$ cat config.mk
export PLATFORM = sky130hd
export DESIGN_NAME = median_window_gen
export DESIGN_NICKNAME = d
export VERILOG_FILES = /design/src/rtl/median_window_gen.sv
export SDC_FILE = /design/constraint.sdc
export NUM_CORES = 1
export LEC_CHECK = 0
export ABC_CLOCK_PERIOD_IN_PS = 2600
export CAP_MARGIN = 20
export CORE_MARGIN = 2
export CORE_UTILIZATION = 33
export CTS_CLUSTER_SIZE = 30
export DETAILED_ROUTE_END_ITERATION = 16
export PLACE_DENSITY = 0.61
export SLEW_MARGIN = 40
export SYNTH_ARGS = -nofsm -noshare
export SYNTH_HDL_FRONTEND = slang
export SYNTH_SLANG_ARGS = --single-unit
$ cat constraint.sdc
create_clock -name clk -period 2.6 [get_ports clk]
set_clock_uncertainty 0.2 [all_clocks]
set_input_delay 0.52 -clock clk [delete_from_list [all_inputs] [get_ports clk]]
set_output_delay 0.52 -clock clk [all_outputs]
set_load 0.02 [all_outputs]
$ cat src/rtl/median_window_gen.sv
// ============================================================================
// Module   : median_window_gen
// Brief    : Streaming 3x3 window generator feeding the 9-value sort/median.
//            Optional MEDIAN_WIN_ERR_EN adds the sticky err_sof output.
// Revision : 1.0
// ============================================================================
`default_nettype none

module median_window_gen #(
    parameter int SIZE       = 8,
    parameter int IMG_WIDTH  = 16,
    parameter int IMG_HEIGHT = 16
) (
    input  logic              clk,
    input  logic              rst_n,
    input  logic              pix_valid,
    input  logic [SIZE-1:0]   pix_data,
    input  logic              sof,
    output logic              win_valid,
    output logic [9*SIZE-1:0] win,
`ifdef MEDIAN_WIN_ERR_EN
    output logic              frame_done,
    output logic              err_sof
`else
    output logic              frame_done
`endif
);

    localparam int c_CW = (IMG_WIDTH  > 1) ? $clog2(IMG_WIDTH)  : 1;
    localparam int c_RW = (IMG_HEIGHT > 1) ? $clog2(IMG_HEIGHT) : 1;

    localparam logic [c_CW-1:0] c_COL_LAST = c_CW'(IMG_WIDTH - 1);
    localparam logic [c_RW-1:0] c_ROW_LAST = c_RW'(IMG_HEIGHT - 1);
    localparam logic [c_CW-1:0] c_COL_TWO  = c_CW'(2);
    localparam logic [c_RW-1:0] c_ROW_TWO  = c_RW'(2);

    logic [c_CW-1:0] r_col;
    logic [c_RW-1:0] r_row;

    // r_lb0 holds line r-1, r_lb1 holds line r-2 at the current column
    logic [SIZE-1:0] r_lb0 [IMG_WIDTH];
    logic [SIZE-1:0] r_lb1 [IMG_WIDTH];

    // Shift array columns: index 0 oldest (c-2), index 2 newest (c)
    logic [SIZE-1:0] r_top [3];
    logic [SIZE-1:0] r_mid [3];
    logic [SIZE-1:0] r_bot [3];

    logic              r_win_valid;
    logic              r_frame_done;
    logic [9*SIZE-1:0] r_win;

    logic              w_start;
    logic [c_CW-1:0]   w_col;
    logic [c_RW-1:0]   w_row;
    logic              w_col_wrap;
    logic              w_row_wrap;
    logic              w_emit;
    logic              w_last;
    logic [SIZE-1:0]   w_top;
    logic [SIZE-1:0]   w_mid;
    logic [9*SIZE-1:0] w_win_next;

    // sof with a valid pixel forces position (0,0) for this very pixel
    assign w_start    = pix_valid & sof;
    assign w_col      = w_start ? '0 : r_col;
    assign w_row      = w_start ? '0 : r_row;
    assign w_col_wrap = (w_col == c_COL_LAST);
    assign w_row_wrap = (w_row == c_ROW_LAST);
    assign w_emit     = (w_row >= c_ROW_TWO) && (w_col >= c_COL_TWO);
    assign w_last     = w_row_wrap & w_col_wrap;

    assign w_top = r_lb1[w_col];
    assign w_mid = r_lb0[w_col];

    assign w_win_next = {r_top[1], r_top[2], w_top,
                         r_mid[1], r_mid[2], w_mid,
                         r_bot[1], r_bot[2], pix_data};

    always_ff @(posedge clk or negedge rst_n) begin
        if (!rst_n) begin
            r_col <= '0;
            r_row <= '0;
        end else if (pix_valid) begin
            if (w_col_wrap) begin
                r_col <= '0;
                r_row <= w_row_wrap ? '0 : w_row + c_RW'(1);
            end else begin
                r_col <= w_col + c_CW'(1);
                r_row <= w_row;
            end
        end
    end

    always_ff @(posedge clk or negedge rst_n) begin
        if (!rst_n) begin
            for (int i = 0; i < IMG_WIDTH; i++) begin
                r_lb0[i] <= '0;
                r_lb1[i] <= '0;
            end
        end else if (pix_valid) begin
            r_lb0[w_col] <= pix_data;
            r_lb1[w_col] <= w_mid;
        end
    end

    always_ff @(posedge clk or negedge rst_n) begin
        if (!rst_n) begin
            for (int i = 0; i < 3; i++) begin
                r_top[i] <= '0;
                r_mid[i] <= '0;
                r_bot[i] <= '0;
            end
        end else if (pix_valid) begin
            r_top[0] <= r_top[1];
            r_top[1] <= r_top[2];
            r_top[2] <= w_top;
            r_mid[0] <= r_mid[1];
            r_mid[1] <= r_mid[2];
            r_mid[2] <= w_mid;
            r_bot[0] <= r_bot[1];
            r_bot[1] <= r_bot[2];
            r_bot[2] <= pix_data;
        end
    end

    // The output window only updates on emission so it holds across gaps
    always_ff @(posedge clk or negedge rst_n) begin
        if (!rst_n) begin
            r_win_valid  <= 1'b0;
            r_frame_done <= 1'b0;
            r_win        <= '0;
        end else begin
            r_win_valid  <= pix_valid & w_emit;
            r_frame_done <= pix_valid & w_emit & w_last;
            if (pix_valid && w_emit) begin
                r_win <= w_win_next;
            end
        end
    end

    assign win_valid  = r_win_valid;
    assign frame_done = r_frame_done;
    assign win        = r_win;

`ifdef MEDIAN_WIN_ERR_EN
    logic r_err_sof;

    always_ff @(posedge clk or negedge rst_n) begin
        if (!rst_n) begin
            r_err_sof <= 1'b0;
        end else if (w_start && ((r_col != '0) || (r_row != '0))) begin
            r_err_sof <= 1'b1;
        end
    end

    assign err_sof = r_err_sof;
`endif

endmodule

`default_nettype wire

; ---- Yosys cells after proc, flatten, opt, wreduce, memory -nomap -nowiden
; Index checks and enable logic that the tools add are counted.
[word_totals]
reg_bits = 386
inputBits = 12
elab_cells = 74
[op_classes]
add_sub_neg = 2
order_cmp = 4
n_eq_ne = 2
n_mux = 15
bitwise = 5
n_reduce_logical = 3
[ops]
columns = cell, n
row1 = $bwmux W128, 2
row2 = $bmux W8 S4, 2
row3 = $mux W8, 5
row4 = $demux W8 S4, 1
row5 = $mux W4, 5
row6 = $add A4 B1 Y4 const B, 2
row7 = $eq A4 B4 Y1 const B, 2
row8 = $ge A4 B2 Y1 const B, 2
row9 = $ge A5 B5 Y1 const B, 1
row10 = $lt A5 B1 Y1 const B, 1
row11 = $not A4 Y5, 1
row12 = $and A1 B1 Y1, 4
row13 = $logic_and A1 B1 Y1, 3

; ---- Depth between registers and ports, before layout
[logic_depth]
depth_word = 8
depth_mapped = 12
mapped_depth_nobuf = 9

; ---- Least setup slack after synthesis
; No wires, ideal clock.
[synth_timing]
kind = in2reg
from = input port sof
to = register r_lb0[4] (netlist bit)
setup_ps = 125
arrival_ps = 2656
required_time_ps = 2275
setup_slack_ps = -381
stages = 11
n_path_buf = 4
cell_sequence = nand2_1 buf_4 nand2_4 inv_4 buf_2 ha_1 clkbuf_1 nand2_1 nor3_2 buf_2 mux2_2
[synth_via]
elab_chain_cells = 8
elab_cells_between_ends = 9
classes_between = order compare (2) / mux (4) / bitwise (2) / reduce/logical (1)
[synth_rtl]
columns = element, line
row1 = from (decl), 18  ; input logic sof,
row2 = $and A1 B1 Y1 *, 65  ; assign w_start = pix_valid & sof;
row3 = $mux W4 *, 66  ; assign w_col = w_start ? '0 : r_col;
row4 = $not A4 Y5 (not written as such) *, 102  ; r_lb0[w_col] <= pix_data;
row5 = $ge A5 B5 Y1 (not written as such) or $lt A5 B1 Y1 (tied branches), 102
row6 = $logic_and A1 B1 Y1 (not written as such), 102
row7 = $mux W8 (not written as such), 102
row8 = $demux W8 S4 *, 102
row9 = $bwmux W128 *, 102
row10 = "to (signal, indexed assignment)", 102
row11 = to (decl), 41  ; logic [SIZE-1:0] r_lb0 [IMG_WIDTH];
; Mark *: on every way between the ends. The rest lies on a longest branch, timed or not.
; A chain may end at the register's enable or synchronous reset.

; ---- Worst setup path in the final report
[layout_timing]
from = register r_col[2]
to = register r_lb1[22] (netlist bit)
[layout_via]
elab_chain_cells = 7
elab_cells_between_ends = 11
classes_between = order compare (2) / mux (7) / bitwise (1) / reduce/logical (1)
[layout_rtl]
columns = element, line
row1 = from (decl), 37  ; logic [c_CW-1:0] r_col;
row2 = from (signal assigned), 89  ; r_col <= w_col + c_CW'(1);
row3 = $mux W4 *, 66
row4 = $not A4 Y5 (not written as such) *, "74, 103"
row5 = $ge A5 B5 Y1 (not written as such) or $lt A5 B1 Y1 (tied branches), 103  ; r_lb1[w_col] <= w_mid;
row6 = $logic_and A1 B1 Y1 (not written as such), 103
row7 = $mux W8 (not written as such), 103
row8 = $demux W8 S4, 103
row9 = $bwmux W128 *, 103
row10 = "to (signal, indexed assignment)", 103
row11 = to (decl), 42  ; logic [SIZE-1:0] r_lb1 [IMG_WIDTH];
; Mark *: on every way between the ends. The rest lies on a longest branch, timed or not. The select of a mux whose other input is x is not followed.

==> key figures <==
Yosys
  – Share of synthesized area occupied by flip-flops and latches: 56.9%
  – Primary flip-flop cell chosen by synthesis mapping: dfrtp_1
  – Post-synthesis cell type count: 56
  – Share of flip-flops with an asynchronous set or reset: 100%
  – Synth Net Count: about 1.5k
  – Synthesized area: around 0.017 mm2
  – YS warnings: 0
  – Average cell area after synthesis: 11.5 um2
  – Count of flip-flops with a built-in enable after synthesis: 0
  – Syn Inst Count: 1472
  – Synthesis-stage register bit count: 386

Route
  – Count of routing violations after the opening detailed-route iteration: 820
  – ANT nets after route: 0
  – Aggregate routed wire length: 44300 um
  – Vias after detailed routing: between 10k and 15k
  – DR pass1 iterations: 4
  – DRC Markers: 0
  – Drt via density: 4.95
  – Detail-routed net length per standard cell: about 19 um

Timing
  – Worst-Margin Slew: roughly 730 ps
  – Final-report max-slew violation count: 0
  – Final period demand of the worst path: 2540 ps
  – Hold Fails Final Rpt: 0
  – FMAX: 0.394 GHz
  – Setup TNS Final: 0 ps
  – Headroom to the max-slew limit: 51.1%
  – RSZ-0062 raised after global routing: no
  – Final period util: 97.7%
  – Final setup vio count: 0

Layout
  – Antenna Cells: 0
  – Fraction of final layout cells with drive strength greater than 1: 27.6%
  – Share of the core filled with cells in the final layout: about two fifths
  – Net count of the finished layout: 1645
  – Final Cell Area: about 0.021 mm2
  – Area delta synth->final: 23.8%

Critical path
  – Biggest fanout along the worst timing path: 7
  – Launch point of the critical path: r_col[2]$_DFFE_PN0P_
  – Setup CP Type: reg -> reg
  – Launching element type of the critical path: flip-flop
  – Data arrival, critical path: 2810 ps
  – Type of destination of the critical path: flip-flop
  – Data required time of the critical path: 2880 ps
  – Launch point of the worst reg-to-reg path: r_col[2]$_DFFE_PN0P_

GRT
  – Global router's overall resource usage: between 15 and 20%
  – Aggregate global routing overflow: 0
  – Initial antenna violation count: 0
  – Pin count of the biggest net entering global routing: 76
  – Wire length of the first global-routing pass: 70700 um
  – Number of global-route vias before repair: 12.1k

Placed design
  – Area after detailed placement: 0.0196 mm2
  – Final weighted congestion in routability-driven placement: 0.823
  – Detailed-placement wirelength estimate: about 30000 um
  – IO Port Bufs: 85

CTS
  – Clock Sinks: approximately 390
  – Number of H-tree branching levels: 2
  – Max Buffers Root-to-Sink: 3
  – Register clock-pin slew on the reported worst setup and hold paths: 60 ps
  – Clk Latency, worst-skew pair: 560 ps
  – CTS Root Buffer Type: clkbuf_16
  – Clock buffers created by TritonCTS: 42
  – TritonCTS clock tree: done

Floorplan
  – Core area: 0.0511 mm2
  – Number of cell rows: 83
  – Die Y: 231 um
  – Initial Utilization: between 30% and 40%
  – Number of ports placed on the die boundary: 86
  – Full die area: 0.0533 mm2
  – Width of the die: 231 um

Pwr
  – Leak pwr: 0.00973 uW
  – Peak supply drop: around 0.5 mV
  – Power per standard cell area: 988 mW/mm2

Min path
  – Hold WC Path Type: in -> reg
  – Startpoint of the tightest hold check path: pix_valid

Flow run
  – Max-Cap Viols: 0

Run status
  – Result of the run: complete, no violations
cell families (layout without fill, tap and decap cells):
| group | after synthesis | count (layout) | synth area share [%] |
|---|---|---|---|
| AOI/OAI and AO/OA | 273 | 273 | 10.7 |
| buffers and inverters | 119 | 309 | 3.93 |
| xor gates and xnor gates | 4 | 4 | 0.206 |
| adders and majority gates | 2 | 2 | 0.147 |
| DFF | 386 | 386 | 56.9 |
| muxes | 245 | 245 | 16.9 |
| and+or+nand+nor | 443 | 443 | 11.3 |
where the power goes:
part | internal, uW | switching, uW
logic | 2920 | 3080
registers | 7830 | 999
clock network | 3540 | 2380
total | 14300 | 6460
repair_timing:
item	CTS	global route
hold buffers	1	0
endpoints found under the hold margin	39	0
buffers inserted	0	1
resized for setup	0	0
endpoints found under the setup margin	0	2
path summary, 6_finish.rpt:
kind | endpoint | slack [ps] | depth (start not counted)
worst max register to register | r_lb1[22]$_DFFE_PN0P_ | 60 | 8
max in group asynchronous | r_col[0]$_DFFE_PN0P_ | 1090 | 3
worst max-delay path | r_lb1[22]$_DFFE_PN0P_ | 60 | 8
min in group asynchronous | win[67]$_DFFE_PN0P_ | 290 | 2
worst min register to register | win[66]$_DFFE_PN0P_ | 260 | 2
worst min-delay path | r_col[0]$_DFFE_PN0P_ | 130 | 3
per-layer routing:
metal  up-vias  wire (um)  global-route usage (%)  part of all wire [%]
li1       5400          -                       -                     -
met1      5876      20700                    23.3                    47
met2       246      20600                    27.5                    47
met3        65       1920                    2.42                   4.3
met4         0       1090                    5.20                   2.5
met5         -          0                       0                     0
worst max-delay path, cell delays in order (launching register included):
cell and delay, ps:
dfrtp_1 380, buf_4 160, nand2b_1 190, buf_4 180
nor2_1 560, a22o_1 360, nor3_4 90, buf_4 180
a21oi_2 140
flip-flops by register name (all words and copies together) (netlist names):
name / count
frame_done: 1
r_bot: 16
r_col: 4
r_lb0: 128
r_lb1: 128
r_mid: 16
r_row: 4
r_top: 16
win: 72
win_valid: 1
stage by stage:
stage | power, uW | instances | hold WS (ps) | setup WS (ps)
global route | 21900 | 2342 | 173 | 0.350
floorplan | 12700 | 1472 | 24.4 | 3.47
detailed placement | 14900 | 2265 | 253 | -491
global placement | 14700 | 2265 | 248 | -464
finish | 20800 | 2342 | 129 | 60.3
CTS | 20900 | 2341 | 98.0 | 58.0
cell usage in the layout, fill, tap and decap left out, types with 20 or more instances in the layout:
cell type and instances:
clkbuf_16 44, a21oi_1 26, mux2i_1 50, buf_12 38, mux2_2 177, clkdlybuf4s50_1 83, o21ai_1 36, nor2b_1 34
a31oi_1 40, o22ai_1 20, o21ai_0 63, dfrtp_1 385, nand2_1 291, a21oi_2 20, buf_4 106, nor2_1 73
cell type report:
| class | instances | area (um2) |
|---|---|---|
| clock buffer | 63 | 1220 |
| inverter | 4 | 25.0 |
| clock inverter | 12 | 144 |
| fill | 4896 | 30100 |
| timing repair buffer | 230 | 2440 |
| tap | 680 | 851 |
| multi-input combinational | 967 | 6670 |
| sequential | 386 | 9660 |
synth_stat cells, drive strengths merged, types with 3 or more instances:
library cell	count	area (um2)
nor3	7	96.3
mux2	180	2030
buf	74	492
mux2i	50	500
a211oi	3	37.5
nor2	74	280
o22a	14	123
a21o	13	97.6
nand3b	3	26.3
a22o	6	52.6
and2	3	21.3
inv	4	20.0
nor2b	34	213
o22ai	20	125
dfrtp	386	9660
o32ai	6	52.6
clkbuf	41	155
o2bb2ai	5	81.3
a31oi	40	250
nand3	12	60.1
nand2	294	1110
mux4	15	338
nand2b	9	56.3
o21ai	111	601
a21oi	46	305
o211ai	3	22.5
Power figures use the tool's default switching activity.
